**src/rtl/periph_timer_pkg.sv**
```systemverilog
// Shared types, register offsets and CTRL bit positions for the memory-mapped timer.
package periph_timer_pkg;

  typedef enum logic [2:0] {
    MEM_LOAD = 3'd0,
    STORE_B  = 3'd1,
    STORE_H  = 3'd2,
    STORE_W  = 3'd3,
    STORE_D  = 3'd4
  } mem_store_type_t;

  typedef enum logic [7:0] {
    OFF_CTRL    = 8'h00,
    OFF_COUNT   = 8'h08,
    OFF_COMPARE = 8'h10,
    OFF_STATUS  = 8'h18
  } periph_timer_offset_e;

  typedef enum logic [1:0] {
    ST_IDLE,
    ST_WAIT,
    ST_RESP
  } bus_state_e;

  localparam int unsigned CTRL_EN_BIT          = 0;
  localparam int unsigned CTRL_IRQ_EN_BIT      = 1;
  localparam int unsigned CTRL_AUTO_RELOAD_BIT = 2;
  localparam int unsigned CTRL_PRESCALE_LSB    = 8;
  localparam int unsigned CTRL_PRESCALE_MSB    = 15;

  // Byte enables for a store of the given width at lane addr; zero when misaligned.
  function automatic logic [7:0] store_lane_mask(input mem_store_type_t st, input logic [2:0] addr);
    logic [7:0] m;
    m = '0;
    case (st)
      STORE_B: m = 8'h01 << addr;
      STORE_H: m = addr[0]        ? 8'h00 : (8'h03 << addr);
      STORE_W: m = (addr[1:0] != 2'b00) ? 8'h00 : (8'h0F << addr);
      STORE_D: m = (addr != 3'b000) ? 8'h00 : 8'hFF;
      default: m = '0;
    endcase
    return m;
  endfunction

endpackage

```
**src/rtl/periph_timer_counter.sv**
```systemverilog
// Prescaler, 64-bit COUNT, COMPARE match and pending flag, driven by bus write strobes.
module periph_timer_counter
  import periph_timer_pkg::*;
(
  input  logic        clock,
  input  logic        reset,
  input  logic        i_wr_ctrl,
  input  logic        i_wr_count,
  input  logic        i_wr_compare,
  input  logic        i_clr_pending,
  input  logic [63:0] i_wdata,
  output logic [63:0] o_ctrl,
  output logic [63:0] o_count,
  output logic [63:0] o_compare,
  output logic        o_pending,
  output logic        o_irq_next
);

  logic        r_en, r_irq_en, r_auto_reload, r_pending;
  logic [7:0]  r_prescale, r_pre;
  logic [63:0] r_count, r_compare;
  logic        w_tick, w_match, w_pending_next, w_irq_en_next;

  assign w_tick         = r_en && (r_pre == r_prescale);
  assign w_match        = w_tick && (r_count == r_compare);
  // A new match overrides a same-cycle write-1-to-clear.
  assign w_pending_next = (r_pending && !i_clr_pending) || w_match;
  assign w_irq_en_next  = i_wr_ctrl ? i_wdata[CTRL_IRQ_EN_BIT] : r_irq_en;
  assign o_irq_next     = w_pending_next && w_irq_en_next;

  always_ff @(posedge clock or negedge reset) begin
    if (!reset) begin
      r_en          <= 1'b0;
      r_irq_en      <= 1'b0;
      r_auto_reload <= 1'b0;
      r_prescale    <= '0;
      r_pre         <= '0;
      r_count       <= '0;
      r_compare     <= '1;
      r_pending     <= 1'b0;
    end else begin
      r_pending <= w_pending_next;
      if (i_wr_ctrl) begin
        r_en          <= i_wdata[CTRL_EN_BIT];
        r_irq_en      <= i_wdata[CTRL_IRQ_EN_BIT];
        r_auto_reload <= i_wdata[CTRL_AUTO_RELOAD_BIT];
        r_prescale    <= i_wdata[CTRL_PRESCALE_MSB:CTRL_PRESCALE_LSB];
      end
      if (i_wr_ctrl && !i_wdata[CTRL_EN_BIT]) r_pre <= '0;
      else if (w_tick)                        r_pre <= '0;
      else if (r_en)                          r_pre <= r_pre + 8'd1;
      if (i_wr_count)                     r_count <= i_wdata;
      else if (w_match && r_auto_reload)  r_count <= '0;
      else if (w_tick)                    r_count <= r_count + 64'd1;
      if (i_wr_compare) r_compare <= i_wdata;
    end
  end

  always_comb begin
    o_ctrl = '0;
    o_ctrl[CTRL_EN_BIT]          = r_en;
    o_ctrl[CTRL_IRQ_EN_BIT]      = r_irq_en;
    o_ctrl[CTRL_AUTO_RELOAD_BIT] = r_auto_reload;
    o_ctrl[CTRL_PRESCALE_MSB:CTRL_PRESCALE_LSB] = r_prescale;
  end

  assign o_count   = r_count;
  assign o_compare = r_compare;
  assign o_pending = r_pending;

endmodule

```
**src/rtl/periph_timer.sv**
```systemverilog
// Timer peripheral top: address decode, bus handshake FSM, store merge, read mux, irq register.
module periph_timer
  import periph_timer_pkg::*;
#(
  parameter logic [63:0] BASE_ADDR   = 64'h2000_0000,
  parameter int unsigned WINDOW_BITS = 6,
  parameter int unsigned WAIT_CYCLES = 1
) (
  input  logic            clock,
  input  logic            reset,
  input  logic [63:0]     d_addr,
  input  logic [63:0]     d_wdata,
  input  mem_store_type_t d_store_type,
  input  logic            d_valid,
  output logic [63:0]     d_rdata,
  output logic            d_ready,
  output logic            irq
);

  localparam int unsigned WAIT_W = (WAIT_CYCLES > 1) ? $clog2(WAIT_CYCLES) : 1;
  localparam logic [WAIT_W-1:0] WAIT_LAST = WAIT_W'((WAIT_CYCLES > 0) ? WAIT_CYCLES - 1 : 0);

  bus_state_e              r_state;
  logic                    r_ready, r_irq;
  logic [WAIT_W-1:0]       r_wait;
  logic                    w_sel, w_commit, w_irq_next, w_pending;
  logic                    w_is_ctrl, w_is_count, w_is_compare, w_is_status;
  logic [WINDOW_BITS-1:0]  w_off;
  logic [7:0]              w_mask;
  logic [63:0]             w_bits, w_rdval, w_merged, w_ctrl, w_count, w_compare;

  assign w_sel        = (d_addr[63:WINDOW_BITS] == BASE_ADDR[63:WINDOW_BITS]);
  assign w_off        = {d_addr[WINDOW_BITS-1:3], 3'b000};
  assign w_is_ctrl    = (w_off == WINDOW_BITS'(OFF_CTRL));
  assign w_is_count   = (w_off == WINDOW_BITS'(OFF_COUNT));
  assign w_is_compare = (w_off == WINDOW_BITS'(OFF_COMPARE));
  assign w_is_status  = (w_off == WINDOW_BITS'(OFF_STATUS));
  assign w_mask       = store_lane_mask(d_store_type, d_addr[2:0]);

  always_comb begin
    w_bits = '0;
    for (int unsigned i = 0; i < 8; i++) w_bits[8*i +: 8] = {8{w_mask[i]}};
  end

  always_comb begin
    w_rdval = '0;
    if (w_is_ctrl)         w_rdval = w_ctrl;
    else if (w_is_count)   w_rdval = w_count;
    else if (w_is_compare) w_rdval = w_compare;
    else if (w_is_status)  w_rdval = {63'd0, w_pending};
  end

  // Request fields are held by the core, so the store is merged straight from the bus in RESP.
  assign w_merged = (w_rdval & ~w_bits) | (d_wdata & w_bits);
  assign w_commit = (r_state == ST_RESP) && (w_mask != 8'h00);

  periph_timer_counter u_counter (
    .clock         (clock),
    .reset         (reset),
    .i_wr_ctrl     (w_commit && w_is_ctrl),
    .i_wr_count    (w_commit && w_is_count),
    .i_wr_compare  (w_commit && w_is_compare),
    .i_clr_pending (w_commit && w_is_status && w_mask[0] && d_wdata[0]),
    .i_wdata       (w_merged),
    .o_ctrl        (w_ctrl),
    .o_count       (w_count),
    .o_compare     (w_compare),
    .o_pending     (w_pending),
    .o_irq_next    (w_irq_next)
  );

  always_ff @(posedge clock or negedge reset) begin
    if (!reset) begin
      r_state <= ST_IDLE;
      r_ready <= 1'b0;
      r_wait  <= '0;
      r_irq   <= 1'b0;
    end else begin
      r_irq   <= w_irq_next;
      r_ready <= 1'b0;
      case (r_state)
        ST_IDLE: begin
          if (d_valid && w_sel) begin
            r_wait <= '0;
            if (WAIT_CYCLES == 0) begin
              r_state <= ST_RESP;
              r_ready <= 1'b1;
            end else begin
              r_state <= ST_WAIT;
            end
          end
        end
        ST_WAIT: begin
          if (r_wait == WAIT_LAST) begin
            r_state <= ST_RESP;
            r_ready <= 1'b1;
          end else begin
            r_wait <= r_wait + WAIT_W'(1);
          end
        end
        ST_RESP: r_state <= ST_IDLE;
        default: r_state <= ST_IDLE;
      endcase
    end
  end

  assign d_ready = r_ready;
  assign d_rdata = r_ready ? w_rdval : '0;
  assign irq     = r_irq;

endmodule
```
**config.mk**
```make
export PLATFORM = sky130hd
export DESIGN_NAME = periph_timer
export DESIGN_NICKNAME = d
export VERILOG_FILES = /design/src/rtl/periph_timer_pkg.sv /design/src/rtl/periph_timer_counter.sv /design/src/rtl/periph_timer.sv
export SDC_FILE = /design/constraint.sdc
export NUM_CORES = 1
export LEC_CHECK = 0
export ABC_AREA = 1
export ABC_CLOCK_PERIOD_IN_PS = 2800
export BUFFER_PORTS_ARGS = -buffer_cell sky130_fd_sc_hd__buf_2
export CORE_ASPECT_RATIO = 1.2
export CORE_UTILIZATION = 46
export CTS_CLUSTER_SIZE = 25
export DETAILED_ROUTE_END_ITERATION = 12
export PLACE_DENSITY = 0.67
export SETUP_SLACK_MARGIN = 0.4
export SYNTH_ARGS = -nofsm -noshare
export SYNTH_HDL_FRONTEND = slang
export SYNTH_SLANG_ARGS = --single-unit
export TNS_END_PERCENT = 30
```
**constraint.sdc**
```tcl
create_clock -name clock -period 2.8 [get_ports clock]
set_input_delay 0.28 -clock clock [delete_from_list [all_inputs] [get_ports clock]]
set_output_delay 0.28 -clock clock [all_outputs]
set_load 0.1 [all_outputs]
```
* Yosys cells after proc, flatten, opt, wreduce, memory -nomap -nowiden
Cells that the tools add are included.
** Word-level totals
- Bits in registers :: 153
- Output and inout port bits :: 66
- Logic and storage cells :: 87
** Operators by class
- $add $sub $neg :: 3
- Equal/unequal tests :: 14
- Shift-type cells :: 3
- Multiplexer cells :: 24
- Bitwise logic cells :: 4
- Reduce and logical (&&, ||, !) cells :: 27
** Operators by type and width (count)
- $mux W64 :: 7
- $and A64 B64 Y64 :: 2
- $add A64 B1 Y64 const B :: 1
- $eq A64 B64 Y1 :: 1
- $not A64 Y64 :: 1
- $or A64 B64 Y64 :: 1
- $eq A58 B24 Y1 const B :: 1
- $mux W8 :: 6
- $pmux W8 S4 :: 1
- $logic_and A1 B1 Y1 :: 14
- $eq A3 B2 Y1 const B :: 4
- $reduce_bool A3 Y1 :: 3
- $add A8 B1 Y8 const B :: 1
- $eq A8 B8 Y1 :: 1
- $reduce_bool A8 Y1 :: 1
- $shl A1 B3 Y8 const A :: 1
- $shl A2 B3 Y8 const A :: 1
- $shl A4 B3 Y8 const A :: 1
- $eq A3 B1 Y1 const B :: 2
- $logic_not A6 Y1 :: 1
- $mux W1 :: 6
- $mux W2 :: 2
- $ne A2 B2 Y1 const B :: 2
- $pmux W2 S2 :: 1
- 10 further kinds :: 13

* Logic depth before layout (Yosys ltp)
Gate-level depths: netlist of the first run.
- Word-level depth :: 12
- Gate-level depth with buffers :: 17
- Gate-level depth less buffers :: 16

* By module
A second synthesis of the first run with hierarchy kept.
** Second synthesis, totals
- Cells, all modules :: 2379
- Area, all modules :: 14326.2 um^2
** Modules (own cells, without submodules)
- periph_timer_counter :: times used 1, cells an instance 1666, area an instance 11029.3 um^2, seq. area each 3783.6 um^2
- periph_timer :: times used 1, cells an instance 713, area an instance 3296.9 um^2, seq. area each 100.1 um^2

* Worst setup path after synthesis of the first run
Ideal clock, no wire load.
- Kind :: register to output
- Start point :: reg r_ready, in the netlist d_ready
- End point :: out d_rdata[0]
- Arrival time :: 2.683 ns
- Required time :: 2.520 ns
- Setup slack :: -0.163 ns
- Cell stages (with the launch flop) :: 3
- Path buffers :: 0
- Path through :: dfrtp_1 inv_2 a31oi_1
** Between the ends
- Cells in the longest elaborated chain, start to end :: 1
** RTL lines
- start: declaration :: line periph_timer.sv:24 : logic r_ready, r_irq;
- start signal: assignment :: line periph_timer.sv:75 : r_ready <= 1'b0;
- start signal: assignment :: line periph_timer.sv:80 : r_ready <= 1'b0;
- start signal: assignment :: line periph_timer.sv:87 : r_ready <= 1'b1;
- $mux W64 :: line periph_timer.sv:108 : assign d_rdata = r_ready ? w_rdval : '0;
- end: declaration :: line periph_timer.sv:15 : output logic [63:0] d_rdata,
Every way passes these cells.

* Final worst setup path of the first run
- Start point :: reg u_counter.r_count[0], in the netlist u_counter.o_count[0]
- End point :: reg u_counter.r_count[63], in the netlist u_counter.o_count[63]
** Between the ends
- Cells in the longest elaborated chain, start to end :: 5
- Elaborated cells on any way between the ends :: 8
- Those cells by class :: add/sub (1); eq/ne (1); mux (3); reduce/logical (3)
** RTL lines
- start: declaration :: line periph_timer_counter.sv:21 : logic [63:0] r_count, r_compare;
- start signal: assignment :: line periph_timer_counter.sv:52 : if (i_wr_count) r_count <= i_wdata;
- start signal: assignment :: line periph_timer_counter.sv:54 : else if (w_tick) r_count <= r_count + 64'd1;
- branches (longest 5 deep; another with $add A64 B1 Y64)
Parallel ways; which one is timed is not known. The select of a mux whose other input is x is not followed.
A chain may end at the register's enable or synchronous reset.

==> metrics, run 1 <==
TritonCTS clock tree=yes; minimum setup slack after placement=179 ps; post-layout minimum cycle time=2420 ps; clk sinks=152; leading area contributor after synthesis=nand2_1; average via count per standard cell=5.56; Min-Delay Startpoint=d_addr[11]; status=finished clean; number of stages on the worst hold path=6; clock latency of the later-clocked register in the worst-skew pair=440 ps; number of buffers created by CTS=17; starting utilization of the core area=47.0%; Hold Crit Endpoint=r_state[0]; number of fillers in the final layout=2687; maximum level of the CTS H-tree=4; number of global-route vias before repair=13900; drt initial violations=1133; number of nets produced by synthesis=2248; die outline area=0.0285 mm2; instance count after placement with tap cells included=2597; Worst R2R Start=u_counter.o_count[0]; setup repair after global routing missed its margin=true; summed area of non-filler cells in the final layout=0.0160 mm2; Setup Skew=10.6 ps; drt total wl=50700 um; gate family responsible for the most delay along the worst path=simple AND/OR/NAND/NOR gates; final layout net count=2426; capture point of the worst reg-to-reg path=u_counter.o_count[63]; antenna violations before repair=0; largest fanout on the critical path=9; count of cell types in the netlist=38; pin count of the biggest net entering global routing=75; reg-to-reg setup timing slack=380 ps; root buffer selected by CTS=clkbuf_16; total power divided by cell area=312 mW/mm2; number of search-and-repair iterations in the first detailed-routing pass=7; number of synthesized register bits=152; Relative slew margins=56.8%; start-to-end type of the worst setup path=reg -> reg; Synth Area per Inst=6.08 um2; Cells after Synth=2102; non-filler instance count after layout=2633; residual antenna-violating net count after detailed routing=0; DIE HEIGHT=185 um; fraction of layout instances using a drive strength above 1=17.1%; aggregate global routing overflow=0; max-cap check violation count=0; buffers and inverters on the worst path=1; final-report setup violation count=0; CORE AREA=0.0272 mm2; cell area after synthesis=0.0128 mm2; crit path cell chain=nand3_1, inv_1, nand2_1, nor2_1, nand2_1, nor2_1, xor2_1, nand3_1, nand2_1, nand2_1, nand2_1; class of the tightest hold or removal check=in -> reg; Bufs on Longest Clock Path=2; Peak supply drop=0.000313 V; post-synth top area share=20.4%; antenna diode count=0; final hold slack=175 ps; Post-route DRC=0; Horiz. Die Dim=154 um; period utilization=86.3%; count of final max-slew check failures=0; Fmax=0.414 GHz; RD Place Congestion=1.04; synth top area cells=nand2_1 20%, dfrtp_1 17%, dfstp_2 13%; floorplan row count=66; wire length of the first global-routing pass=76800 um; WL/cell=19.3 um; element type at the critical path start=flop; most frequent cell on the critical path=nand2_1; post-placement cell area=0.0152 mm2; Worst Max-Slew Pin Slew=648 ps; # port buffers=199; clock slew at reported path FFs=60 ps; CP peak stage delay=480 ps; cell with the largest stage delay on the worst path=dfrtp_2; final hold violation count=0; Layout Area Growth over Synthesis=24.9%; worst-case reg-to-reg path depth=11; type of element capturing the critical path=flop; required arrival time at the worst endpoint=3170 ps; GRT Total Usage=35.8%; minimum setup slack in the final design=384 ps; sequential fraction of the synthesis area=30.4%; Synthesis Warnings=0; final total negative setup slack=0 ps; Post-DP HPWL=39500 um; Vias=14700; signal arrival time at the worst endpoint=2790 ps; static power due to leakage=7.52 nW; Top-Level Pins=200
==> registers in the layout, summed over array words and instances (netlist names), 2 cells and up <==
signal / cells
u_counter.o_compare: 64
u_counter.o_count: 64
u_counter.r_pre: 8
u_counter.r_prescale: 8
r_state: 2
==> worst register-to-register path: cells and delay by family (launching register included) <==
| family | cells | cell delay (ps) |
|---|---|---|
| buf+inv | 1 | 200 |
| flops | 1 | 480 |
| xor+xnor | 1 | 200 |
| simple gates | 9 | 1490 |
==> report_power, final <==
part	leakage, nW	switching, W	internal (W)
combinational	5.45	0.000299	0.000157
sequential	1.79	0	0.00220
clock	0.274	0.000967	0.00136
==> layout by cell type, fill, tap and decap left out, types with 3 or more instances in the layout <==
| cell type | netlist | layout |
|---|---|---|
| a211oi_1 | 4 | 4 |
| o22ai_1 | 9 | 9 |
| o21ai_1 | 33 | 33 |
| nor2_1 | 288 | 277 |
| nor2_2 | 4 | 13 |
| buf_2 | 34 | 139 |
| clkbuf_16 | 0 | 19 |
| a21oi_1 | 12 | 12 |
| dfstp_2 | 64 | 64 |
| xnor2_1 | 13 | 13 |
| nand4_1 | 79 | 79 |
| dfrtp_2 | 0 | 8 |
| nor2_4 | 1 | 3 |
| buf_6 | 2 | 4 |
| inv_1 | 220 | 219 |
| clkbuf_1 | 48 | 5 |
| buf_4 | 11 | 35 |
| and2_1 | 6 | 6 |
| nand3b_1 | 5 | 5 |
| ha_1 | 12 | 11 |
| nor4_1 | 15 | 15 |
| nand2_4 | 2 | 4 |
| clkinv_2 | 0 | 3 |
| inv_2 | 6 | 6 |
| buf_12 | 0 | 72 |
| nor3_2 | 1 | 5 |
| nor3_1 | 44 | 40 |
| dfrtp_1 | 88 | 80 |
| nand3_1 | 113 | 112 |
| nand2_1 | 696 | 693 |
| clkinvlp_4 | 0 | 3 |
| o21ai_0 | 196 | 196 |
| o21a_1 | 8 | 8 |
| xor2_1 | 79 | 79 |
==> metrics by stage <==
| stage | total power, W | util [%] |
|---|---|---|
| 2_1_floorplan | 0.00245 | - |
| 3_3_place_gp | 0.00268 | 56.0 |
| 3_5_place_dp | 0.00269 | 56.0 |
| 4_1_cts | 0.00501 | 58.1 |
| 5_1_grt | 0.00516 | 58.7 |
| 6_report | 0.00498 | 58.7 |
==> repair_timing <==
action,CTS,global route
cloned,0,2
hold buffers,1,0
setup buffers,0,1
gates resized for setup,3,34
pin swaps,0,2
endpoints found under the setup margin,94,141
hold endpoints to repair,28,0
==> per-layer routing <==
layer	wire, um	GRT usage (%)
met5	0	0
met4	2350	17.7
met3	3540	6.44
met2	24700	62.2
met1	20100	42.4
==> cell families after synthesis <==
family / Yosys count / share of synthesized area [%]
AO/OA/AOI/OAI: 264 / 10.7
XOR/XNOR: 92 / 6.31
adder cells (fa/ha/maj): 12 / 1.17
buffers and inverters: 323 / 10.3
flip-flops: 152 / 30.4
AND/OR/NAND/NOR: 1259 / 41.2
==> final cells by class <==
class                           instances  area, um2  share of cell area, %
Clock buffer                           24        472                   2.96
Clock inverter                          8       98.8                  0.620
Inverter                              228        862                   5.40
Multi-Input combinational cell       1627       7670                   48.1
Sequential cell                       152       3890                   24.4
Tap cell                              340        425                   2.67
Timing Repair Buffer                  254       2530                   15.9
==> synthesized netlist by cell type <==
master	count
nand2_1	696
nor2_1	288
inv_1	220
o21ai_0	196
nand3_1	113
dfrtp_1	88
nand4_1	79
xor2_1	79
dfstp_2	64
clkbuf_1	48
nor3_1	44
buf_2	34
o21ai_1	33
nor4_1	15
xnor2_1	13
a21oi_1	12
ha_1	12
buf_4	11
o22ai_1	9
o21a_1	8
and2_1	6
inv_2	6
nand3b_1	5
a211oi_1	4
nor2_2	4
buf_6	2
nand2_4	2
a31oi_1	1
and3_1	1
clkinv_1	1
inv_4	1
nand2_2	1
nand3_2	1
nand3_4	1
nor2_4	1
nor3_2	1
nor3b_1	1
o211ai_1	1
==> how the worst max path moves through the flow <==
| stage | from | end | slack [ps] | depth (start not counted) |
|---|---|---|---|---|
| floorplan | d_ready | d_rdata[10] | -120 | 3 |
| global placement | d_addr[3] | u_counter.r_prescale[3] | 230 | 9 |
| detailed placement | d_addr[1] | u_counter.o_count[49] | 180 | 17 |
| CTS | u_counter.o_compare[45] | u_counter.o_count[63] | 340 | 14 |
| global route | u_counter.o_count[0] | u_counter.o_count[46] | 370 | 10 |
| finish | u_counter.o_count[0] | u_counter.o_count[63] | 380 | 11 |
Note: power is estimated with default switching activity, not from simulation.
==> run 2, diff against run 1 <==
- CELL_PAD_IN_SITES_DETAIL_PLACEMENT: not set -> 0
- CELL_PAD_IN_SITES_GLOBAL_PLACEMENT: not set -> 1
- CORE_ASPECT_RATIO: 1.2 -> 2
- CORE_UTILIZATION: 46 -> 43
- PLACE_DENSITY: 0.67 -> not set
- PLACE_DENSITY_LB_ADDON: not set -> 0.1
==> run 2 against run 1 <==
  * Final cell count is 0.99% higher
  * Critical path type is now in -> out
  * Die area is 7.0% higher
  * Core utilization is 3.9 points lower
  * Total power is 3.2% higher
  * Combinational power is 2% higher
  * Clock-buffer cell count is 7 lower
  * Largest cell class unchanged
  * Largest power group unchanged
  * Sequential cell count stayed put
  * Register-to-register slack better by 80 ps
  * Sequential power hardly changed
  * Sequential share of layout area hardly changed
==> metrics, run 2 (same netlist as run 1, synthesis figures left out) <==
status=finished clean (unchanged); antenna violations before repair=1 (was 0); drt total wl=54500 um (was 50700 um); start-to-end type of the worst setup path=in -> out (was reg -> reg); floorplan row count=88 (was 66); Layout Area Growth over Synthesis=24.8% (was 24.9%); class of the tightest hold or removal check=in -> reg (unchanged); element type at the critical path start=input port (was flop); most common cell after layout, fill and taps aside=nand2_1 (unchanged); clock latency of the later-clocked register in the worst-skew pair=460 ps (was 440 ps); total power divided by cell area=322 mW/mm2 (was 312 mW/mm2); static power due to leakage=7.50 nW (was 7.52 nW); Horiz. Die Dim=124 um (was 154 um); fraction of layout instances using a drive strength above 1=17.5% (was 17.1%); die outline area=0.0305 mm2 (was 0.0285 mm2); post-layout power=0.00514 W (was 0.00498 W); GRT Total Usage=36.6% (was 35.8%); final hold slack=153 ps (was 175 ps); RD Place Congestion=1.01 (was 1.04); Top-Level Pins=200 (unchanged); Relative slew margins=54.2% (was 56.8%); post-layout minimum cycle time=2360 ps (was 2420 ps); Setup Skew=12.5 ps (was 10.6 ps); CORE AREA=0.0291 mm2 (was 0.0272 mm2); final hold violation count=0 (unchanged); minimum setup slack in the final design=439 ps (was 384 ps); # port buffers=199 (unchanged); Worst Max-Slew Pin Slew=680 ps (was 648 ps); root buffer selected by CTS=clkbuf_16 (unchanged); WL/cell=20.5 um (was 19.3 um); setup repair after global routing missed its margin=true (unchanged); commonest cells after routing, fill and taps aside=690 x nand2_1, 275 x nor2_1, 218 x inv_1 (was 693 x nand2_1, 277 x nor2_1, 219 x inv_1); residual antenna-violating net count after detailed routing=0 (unchanged); Bufs on Longest Clock Path=2 (unchanged); final-report setup violation count=0 (unchanged); max-cap check violation count=0 (unchanged); number of global-route vias before repair=14100 (was 13900); Post-DP HPWL=43800 um (was 39500 um); Peak supply drop=0.000444 V (was 0.000313 V); Vias=14600 (was 14700); clk sinks=152 (unchanged); period utilization=84.3% (was 86.3%); number of fillers in the final layout=2998 (was 2687); number of buffers created by CTS=17 (unchanged); clock slew at reported path FFs=60 ps (about the same); minimum setup slack after placement=-1.86 ps (was 179 ps); Post-route DRC=0 (unchanged); starting utilization of the core area=44.0% (was 47.0%); type of element capturing the critical path=output pin (was flop); average via count per standard cell=5.50 (was 5.56); largest fanout on the critical path=64 (was 9); count of final max-slew check failures=0 (unchanged); drt initial violations=998 (was 1133); aggregate global routing overflow=0 (unchanged); final total negative setup slack=0 ps (unchanged); post-CTS setup buffers=0 (unchanged); required arrival time at the worst endpoint=2520 ps (was 3170 ps); wire length of the first global-routing pass=81100 um (was 76800 um); final layout net count=2431 (was 2426); cell with the largest stage delay on the worst path=o21ai_0 (was dfrtp_2); DIE HEIGHT=246 um (was 185 um); number of search-and-repair iterations in the first detailed-routing pass=8 (was 7); pin count of the biggest net entering global routing=67 (was 75); TritonCTS clock tree=yes (unchanged); Fmax=0.424 GHz (was 0.414 GHz); maximum level of the CTS H-tree=4 (unchanged); crit path cell chain=buf_2, inv_1, nor2_1, nand2_2, buf_12, o21ai_0, nor2_1, buf_12 (was nand3_1, inv_1, nand2_1, nor2_1, nand2_1, nor2_1, xor2_1, nand3_1, nand2_1, nand2_1, nand2_1); signal arrival time at the worst endpoint=2080 ps (was 2790 ps); CP peak stage delay=580 ps (was 480 ps)
## run 2: cell types whose count changed in the layout (fill, tap and decap cells not counted), sizes merged
cell | previous run | this run
diode | 0 | 1
clkinv | 5 | 4
inv | 226 | 234
clkbuf | 26 | 18
buf | 251 | 257
## run 2: stage by stage
stage / cell area, um2 / instances / utilization, %
5_1_grt: 15900 / 2658 / 54.9
4_1_cts: 15800 / 2658 / 54.5
6_report: 15900 / 2659 / 54.9
2_1_floorplan: 12800 / 2102 / -
3_5_place_dp: 15200 / 2625 / 52.4
3_3_place_gp: 15200 / 2625 / 52.4
## run 2: worst paths after layout
kind                                    startpoint                       to  slack, ps  cells after the start
max                                      d_addr[3]              d_rdata[33]        440                      8
min                                     d_addr[12]               r_state[0]        150                      6
max reg2reg                u_counter.o_compare[32]    u_counter.o_count[17]        460                     14
min reg2reg                             r_state[0]               r_state[0]        470                      1
max in group asynchronous                    reset  u_counter.o_compare[48]       1680                      3
min in group asynchronous                    reset    u_counter.o_count[28]        350                      2
## run 2: what timing repair did
action,CTS,global route
hold endpoints to repair,33,0
pin swaps,0,1
resized for setup,1,39
setup endpoints to repair,23,113
cloned,0,0
hold buffers,1,0
## run 2: report_power, final
| group | internal, W | total, W | switching [W] |
|---|---|---|---|
| logic | 0.000158 | 0.000467 | 0.000309 |
| clock network | 0.00135 | 0.00248 | 0.00113 |
| registers | 0.00220 | 0.00220 | 0 |
| total | 0.00371 | 0.00514 | 0.00144 |
## run 2: layout make-up
cell class                 instances  area, um2  area share, %
multi-input combinational       1627       7660           48.0
sequential                       152       3890           24.4
timing repair buffer             259       2470           15.5
inverter                         228        875           5.48
tap                              360        450           2.82
clock buffer                      17        425           2.67
clock inverter                    15        178           1.11
antenna                            1       2.50         0.0157
## run 2: metal layers
layer / GRT usage (%) / wire length, um
met1: 38.5 / 19200
met3: 4.75 / 2690
met5: 0 / 0
met2: 65.1 / 28400
met4: 26.2 / 4310
## run 2: critical path, delay by kind of cell
family          cells  cell delay (ps)
buf+inv             4              590
simple gates        3              600
compound gates      1              580
